==> src/rtl/mem_pkg.sv <==
// Shared definitions for the M-stage memory bridge: size codes, FSM states, alignment check.
// Pure declarations; no latency or flow-control behaviour of its own.
package mem_pkg;

    localparam logic [1:0] SZ_BYTE = 2'b00;
    localparam logic [1:0] SZ_HALF = 2'b01;
    localparam logic [1:0] SZ_WORD = 2'b10;

    typedef enum logic [1:0] {
        IDLE = 2'd0,
        REQ  = 2'd1,
        WAIT = 2'd2,
        DONE = 2'd3
    } mem_state_e;

    // Size code 11 is handled as a word access.
    function automatic logic misaligned(input logic [1:0] a, input logic [1:0] sz);
        logic r;
        case (sz)
            SZ_BYTE: r = 1'b0;
            SZ_HALF: r = a[0];
            SZ_WORD: r = |a;
            default: r = |a;
        endcase
        return r;
    endfunction

endpackage

==> src/rtl/mem_load_ext.sv <==
// Load lane select plus sign/zero extension from the latched address and size.
// Purely combinational, zero latency; no flow control.
module mem_load_ext
    import mem_pkg::*;
(
    input  logic [31:0] rdata,
    input  logic [1:0]  addr,
    input  logic [1:0]  size,
    input  logic        sign,
    output logic [31:0] ext
);

    logic [7:0]  w_byte;
    logic [15:0] w_half;

    always_comb begin
        w_byte = rdata[7:0];
        case (addr)
            2'd0: w_byte = rdata[7:0];
            2'd1: w_byte = rdata[15:8];
            2'd2: w_byte = rdata[23:16];
            2'd3: w_byte = rdata[31:24];
            default: w_byte = rdata[7:0];
        endcase
        w_half = addr[1] ? rdata[31:16] : rdata[15:0];

        ext = rdata;
        case (size)
            SZ_BYTE: ext = {{24{sign & w_byte[7]}}, w_byte};
            SZ_HALF: ext = {{16{sign & w_half[15]}}, w_half};
            default: ext = rdata;
        endcase
    end

endmodule

==> src/rtl/data_sram_bridge.sv <==
// M-stage load/store to SRAM-like bus bridge; one transaction per access, min 3 M-stage cycles.
// Stalls the pipeline until data_ok, holds the request until addr_ok, holds the load result until m_adv.
module data_sram_bridge
    import mem_pkg::*;
#(
    parameter int AW = 32,
    parameter int DW = 32
) (
    input  logic          clk,
    input  logic          rst,
    input  logic          mem_en_m,
    input  logic          mem_write_m,
    input  logic [1:0]    mem_size_m,
    input  logic          mem_sign_m,
    input  logic [AW-1:0] alu_out_m,
    input  logic [DW-1:0] write_data_m,
    input  logic          m_adv,
    output logic [DW-1:0] read_data_m,
    output logic          stall_m,
    output logic          addr_err_m,
    output logic          data_req,
    output logic          data_wr,
    output logic [1:0]    data_size,
    output logic [AW-1:0] data_addr,
    output logic [DW-1:0] data_wdata,
    input  logic          data_addr_ok,
    input  logic          data_data_ok,
    input  logic [DW-1:0] data_rdata
);

    mem_state_e    r_state;
    mem_state_e    w_next;
    logic [AW-1:0] r_addr;
    logic [1:0]    r_size;
    logic          r_sign;
    logic          r_wr;
    logic [DW-1:0] r_wdata;
    logic [DW-1:0] r_rdq;

    logic          w_misal;
    logic          w_go;
    logic          w_issue;
    logic [DW-1:0] w_wdata_rep;
    logic [DW-1:0] w_ext;

    assign w_misal    = misaligned(alu_out_m[1:0], mem_size_m);
    assign w_go       = mem_en_m & ~w_misal;
    assign w_issue    = (r_state == IDLE) & w_go;
    assign addr_err_m = mem_en_m & w_misal;
    assign stall_m    = w_go & (r_state != DONE);

    always_comb begin
        case (mem_size_m)
            SZ_BYTE: w_wdata_rep = {4{write_data_m[7:0]}};
            SZ_HALF: w_wdata_rep = {2{write_data_m[15:0]}};
            default: w_wdata_rep = write_data_m;
        endcase
    end

    mem_load_ext u_load_ext (
        .rdata (data_rdata),
        .addr  (r_addr[1:0]),
        .size  (r_size),
        .sign  (r_sign),
        .ext   (w_ext)
    );

    always_ff @(posedge clk or negedge rst) begin
        if (!rst) begin
            r_state <= IDLE;
            r_addr  <= '0;
            r_size  <= '0;
            r_sign  <= 1'b0;
            r_wr    <= 1'b0;
            r_wdata <= '0;
            r_rdq   <= '0;
        end else begin
            r_state <= w_next;
            if (w_issue) begin
                r_addr  <= alu_out_m;
                r_size  <= mem_size_m;
                r_sign  <= mem_sign_m;
                r_wr    <= mem_write_m;
                r_wdata <= w_wdata_rep;
            end
            if ((r_state == WAIT) && data_data_ok && !r_wr) begin
                r_rdq <= w_ext;
            end
        end
    end

    // The IDLE request comes straight from the live inputs so an access can be accepted in cycle 0;
    // afterwards the latched copy keeps the bus fields stable. rst gates data_req so it drops at once.
    always_comb begin
        w_next      = r_state;
        data_req    = 1'b0;
        data_wr     = r_wr;
        data_size   = r_size;
        data_addr   = r_addr;
        data_wdata  = r_wdata;
        read_data_m = '0;
        case (r_state)
            IDLE: begin
                if (w_go) begin
                    data_req   = rst;
                    data_wr    = mem_write_m;
                    data_size  = mem_size_m;
                    data_addr  = alu_out_m;
                    data_wdata = w_wdata_rep;
                    w_next     = data_addr_ok ? WAIT : REQ;
                end
            end
            REQ: begin
                data_req = rst;
                if (data_addr_ok) w_next = WAIT;
            end
            WAIT: begin
                if (data_data_ok) w_next = DONE;
            end
            DONE: begin
                read_data_m = r_rdq;
                if (m_adv) w_next = IDLE;
            end
            default: w_next = IDLE;
        endcase
    end

endmodule
==> config.mk <==
export PLATFORM = sky130hd
export DESIGN_NAME = data_sram_bridge
export DESIGN_NICKNAME = d
export VERILOG_FILES = /design/src/rtl/mem_pkg.sv /design/src/rtl/mem_load_ext.sv /design/src/rtl/data_sram_bridge.sv
export SDC_FILE = /design/constraint.sdc
export NUM_CORES = 1
export LEC_CHECK = 0
export ABC_AREA = 1
export CAP_MARGIN = 30
export CORE_ASPECT_RATIO = 0.5
export CORE_UTILIZATION = 45
export DETAILED_ROUTE_END_ITERATION = 10
export GPL_TIMING_DRIVEN = 0
export PLACE_DENSITY = 0.81
export REMOVE_ABC_BUFFERS = 1
export SLEW_MARGIN = 20
export SYNTH_ARGS = -nofsm -noshare
export SYNTH_HDL_FRONTEND = slang
export SYNTH_SLANG_ARGS = --single-unit
==> constraint.sdc <==
create_clock -name clk -period 2 [get_ports clk]
set_input_delay 0.2 -clock clk [delete_from_list [all_inputs] [get_ports clk]]
set_output_delay 0.2 -clock clk [all_outputs]
set_load 0.05 [all_outputs]
* Word level (Yosys, flattened, before mapping)
Index checks and enable logic that the tools add are counted.
Word-level totals: output and inout port bits 102, register bits 102, input port bits 106
Operators by class: bitwise gates (word level) 7, mux-type cells 22, reductions and logical operators 9, equal/unequal tests 13
Operator list (count):
- two-way mux 32 bit | 5
- case mux 32 bit (2 select lines) | 2
- case mux 8 bit (4 select lines) | 1
- two-way mux 16 bit | 1
- two-way mux 2 bit | 7
- != test 2 bit, second input constant | 5
- == test 2 x 1 -> 1 bit, second input constant | 4
- == test 2 bit, second input constant | 4
- logical NOT 2 bit | 4
- case mux 2 bit (4 select lines) | 1
- AND 1 bit | 6
- case mux 1 bit (2 select lines) | 2
- AND reduction 4 bit | 1
- two-way mux 1 bit | 3
- logical AND 1 bit | 2
- OR reduction 2 bit | 1
- logical NOT 1 bit | 1
- inverter 1 bit | 1

* Depth between registers and ports, before layout
depth after elaboration 6, depth in mapped cells 9

* Cells and area by module
Synthesis repeated with hierarchy kept, for this count alone.
Unflattened totals: cell total of the unflattened synthesis 768, area total of the unflattened synthesis 5796.8 µm²
Modules (own cells, without submodules):
- data_sram_bridge | cells each 600, area an instance 4908.5 µm², instances 1, seq. area each 2552.4 µm²
- mem_load_ext | cells each 168, area an instance 888.4 µm², instances 1, seq. area each 0.0 µm²

* Worst setup path before layout
Ideal clock, no wire load.
path type register to output, from register r_state[0], to output data_size[1], arrival time 2097 ps, stages on the path, launching flop included 6, setup slack -297 ps, path through dfrtp_1 > inv_1 > ha_1 > nand3_4 > clkbuf_1 > o21ai_0
On the way: word-level cells in the longest chain between the ends 2
Ends and longest elaborated chain:
- from (decl) | RTL line data_sram_bridge.sv:31 | mem_state_e r_state;
- from (signal assigned) | RTL line data_sram_bridge.sv:78 | r_state <= w_next;
- logical NOT 2 bit | RTL line data_sram_bridge.sv:102 | case (r_state)
- two-way mux 2 bit | RTL line data_sram_bridge.sv:102
- to (decl) | RTL line data_sram_bridge.sv:23 | output logic [1:0] data_size,
Every way passes these cells.

* Worst setup path after layout
from register r_state[0], to output data_wdata[25]
On the way: word-level cells in the longest chain between the ends 2
Ends and longest elaborated chain:
- logical NOT 2 bit | RTL line data_sram_bridge.sv:102
- two-way mux 32 bit | RTL line data_sram_bridge.sv:102
- to (decl) | RTL line data_sram_bridge.sv:25 | output logic [DW-1:0] data_wdata,
Every way passes these cells.

==> key figures <==
Setup path
  – Maximum fanout along the worst path: 44
  – Worst setup EP type: output pin
  – Worst Path Required: 1.80 ns
  – CP max-delay cell: dfrtp_2
  – Slowest stage delay, CP: 0.43 ns
  – Top delay family on crit path: buffers and inverters
  – Nature of the critical path startpoint: flip-flop
  – Reg-to-reg setup timing slack: 0.06 ns
  – CP Class: flip-flop to output pin
  – Arrival @ worst endpoint: 2.00 ns
  – WP buf/inv: 4
  – Crit-path cells: inv_2, ha_4, nand3_4, buf_12, buf_16, nand2_1, o21ai_2, buf_6

Synth
  – Area leader, netlist: dfrtp_1
  – Sequential share of the synthesized area: 45.60%
  – Post-Syn Instances: 782
  – Synth top area cells: dfrtp_1 (46%), nand2_1 (25%), a21oi_1 (5.5%)
  – FFs w/ async S/R, synth: 100.0%
  – Synthesized area: 5598 µm²
  – Flops & latches, synth: 102
  – Synth top cells by count: nand2_1 (367), dfrtp_1 (102), inv_1 (63), a21oi_1 (61), nand3_1 (32)
  – Mean Syn Cell Area: 7.158 µm²
  – Post-synth EDFFs: 0
  – YS warnings: 0
  – Dominant synthesized flop cell: dfrtp_1
  – Synth top area share: 45.60%
  – Count leader, synth: nand2_1
  – Yosys cell types: 31

Detailed routing
  – Routed Wire Length: 21670 µm
  – DR iter-0 viols: 554
  – Pre-Repair DR Iteration Count: 5
  – Via count: 6448
  – Post-route ant nets: 0
  – Wire per inst: 18.23 µm
  – Via density: 5.423
  – DRC: 0

Timing
  – Slew Limit Headroom: 58.25%
  – Fin. max-slew vios: 0
  – Final WS setup: -0.2002 ns
  – Slew @ Worst Pin: 0.6262 ns
  – Final Cycle Share: 110.0%
  – Total Neg Setup Slack: -7.421 ns
  – Minimum clock period: 2.200 ns
  – Final Setup Violations: 69
  – Final Hold Viols: 0
  – Achievable Freq: 454.5 MHz
  – RSZ-0062 raised after global routing: yes
  – Worst Skew: 0.008636 ns

Floorplanning
  – Ports: 208
  – Num rows: 28
  – Starting density of the core: 46.72%
  – Die height: 80.87 µm
  – Die area: 12920 µm²
  – Die width: 159.7 µm
  – Core Region: 11980 µm²

Finish
  – Filler cells: 785
  – Layout cell share with drive strength beyond 1: 30.76%
  – Syn-to-layout area delta: 66.56%
  – Post-Layout Inst Area: 9324 µm²
  – Nets: 1129
  – Antenna fix cells: 0

Placement
  – GP Congestion: 0.8351
  – Post-DP HPWL: 11110 µm
  – Dpl cell area: 7714 µm²
  – Port bufs: 207

Clock tree
  – TritonCTS Buffers: 9
  – H-tree levels: 3
  – Clk Latency, worst-skew pair: 0.35 ns
  – CTS sink count: 102
  – CTS Root Cell: clkbuf_16
  – CTS max path bufs: 2
  – Worst-path clk slew: 0.07 ns
  – CTS tree: yes

Global route
  – First-pass GRT wire length: 29810 µm
  – Antenna violations before repair: 0
  – GRT Max-Usage Layer: met2
  – Largest net degree at the start of global routing: 80
  – GRT Total Usage: 29.95%
  – Gr ovfl total: 0
  – GR Layer Usage met1: 34.85%
  – Grt met2 use: 54.54%
  – Vias in the first global route: 5955
  – Met3 usage: 6.844%

Worst hold path
  – Min-Delay Path Class: primary input to flip-flop

Outcome
  – Failing checks: setup timing
  – Status: complete, but fails checks

Power and ir drop
  – P_leak: 5.033 nW
  – Total power: 16.39 mW
  – PD cells: 1757 nW/µm²
  – Max IR drop VDD: 1.168 mV

Flow run
  – Max-Cap Viols: 0
[where the power goes]
group	internal [mW]	switching [mW]
clock network	0.991	0.862
registers	3.10	0.591
logic	3.94	6.90
[worst register-to-register path, cell delays in order (launching register included)]
cell        delay, ns
dfrtp_2          0.42
buf_4            0.16
buf_4            0.14
ha_2             0.23
nand3_4          0.13
clkinvlp_4       0.18
buf_16           0.20
or2_2            0.28
nand2_1          0.07
inv_1            0.03
[worst paths after layout]
kind | start | endpoint | cells after the start
setup / recovery | r_state[0] | data_wdata[25] | 8
hold / removal | alu_out_m[0] | r_addr[0] | 3
setup reg to reg | r_state[1] | r_rdq[30] | 9
hold reg to reg | r_addr[16] | r_addr[16] | 2
max in group asynchronous | rst | r_rdq[11] | 5
min in group asynchronous | rst | r_rdq[25] | 3
[area by class of cell]
class / count / area [µm²] / area share, %
inverters: 66 / 279.0 / 2.992
multi-input cells: 577 / 3126 / 33.52
well taps: 165 / 206.4 / 2.214
repair buffers: 259 / 2803 / 30.06
flip-flops and latches: 102 / 2555 / 27.40
repair inverters: 4 / 51.30 / 0.5502
clock inverters: 7 / 78.83 / 0.8454
clock buffers: 9 / 225.2 / 2.415
[metrics by stage]
step / std cells / utilization, % / setup WS (ns) / hold slack [ns]
final: 1189 / 77.82 / -0.2002 / 0.2234
after global routing: 1189 / 77.82 / -0.2352 / 0.2421
after CTS: 1177 / 73.30 / -0.1787 / -0.1227
after detailed placement: 1118 / 64.38 / -2.227 / 0.08100
after global placement: 1113 / 63.37 / -3.590 / 0.4566
after floorplan: 741 / - / -1.190 / -0.09559
[layer usage]
layer | vias up | routed length [µm]
li1 | 2926 | -
met1 | 3085 | 8255
met2 | 362 | 10990
met3 | 75 | 1673
met4 | 0 | 752
met5 | - | 0
[what timing repair did]
action	4_1_cts	5_1_grt
cloned	12	0
hold buffers	3	1
setup endpoints to repair	202	109
endpoints found under the hold margin	24	78
pin swaps	6	7
setup buffers	28	14
resized for setup	606	217
[cell usage in the layout (no fill, tap or decap), types with 3 or more instances in the layout]
cell and count:
a21oi_1 61, a22oi_1 5, buf_12 7, buf_16 9, buf_4 30, buf_6 42
buf_8 31, clkbuf_16 9, clkbuf_2 29, clkdlybuf4s15_2 3, clkdlybuf4s50_1 100, dfrtp_1 100
inv_1 59, inv_2 4, inv_6 4, nand2_1 295, nand2_2 41, nand2_4 39
nand3_1 30, nand3_4 6, nor2_1 22, o21ai_0 22, o21ai_1 4, o21ai_2 15
o21ai_4 3, or2_2 16
[flip-flops by register name, indices dropped and copies added, names as in the netlist]
register	cells
r_rdq	32
r_addr	32
r_size	2
r_wr	1
r_sign	1
r_wdata	32
r_state	2
[kinds of logic (layout without fill, tap and decap cells)]
family | count (synthesis) | after routing | synth area share, %
AO/OA/AOI/OAI | 118 | 118 | 11.20
adder cells (fa/ha/maj) | 4 | 4 | 0.8941
buffers and inverters | 107 | 345 | 9.499
flip-flops | 102 | 102 | 45.60
AND/OR/NAND/NOR | 451 | 455 | 32.81
Power figures use the tool's default switching activity.
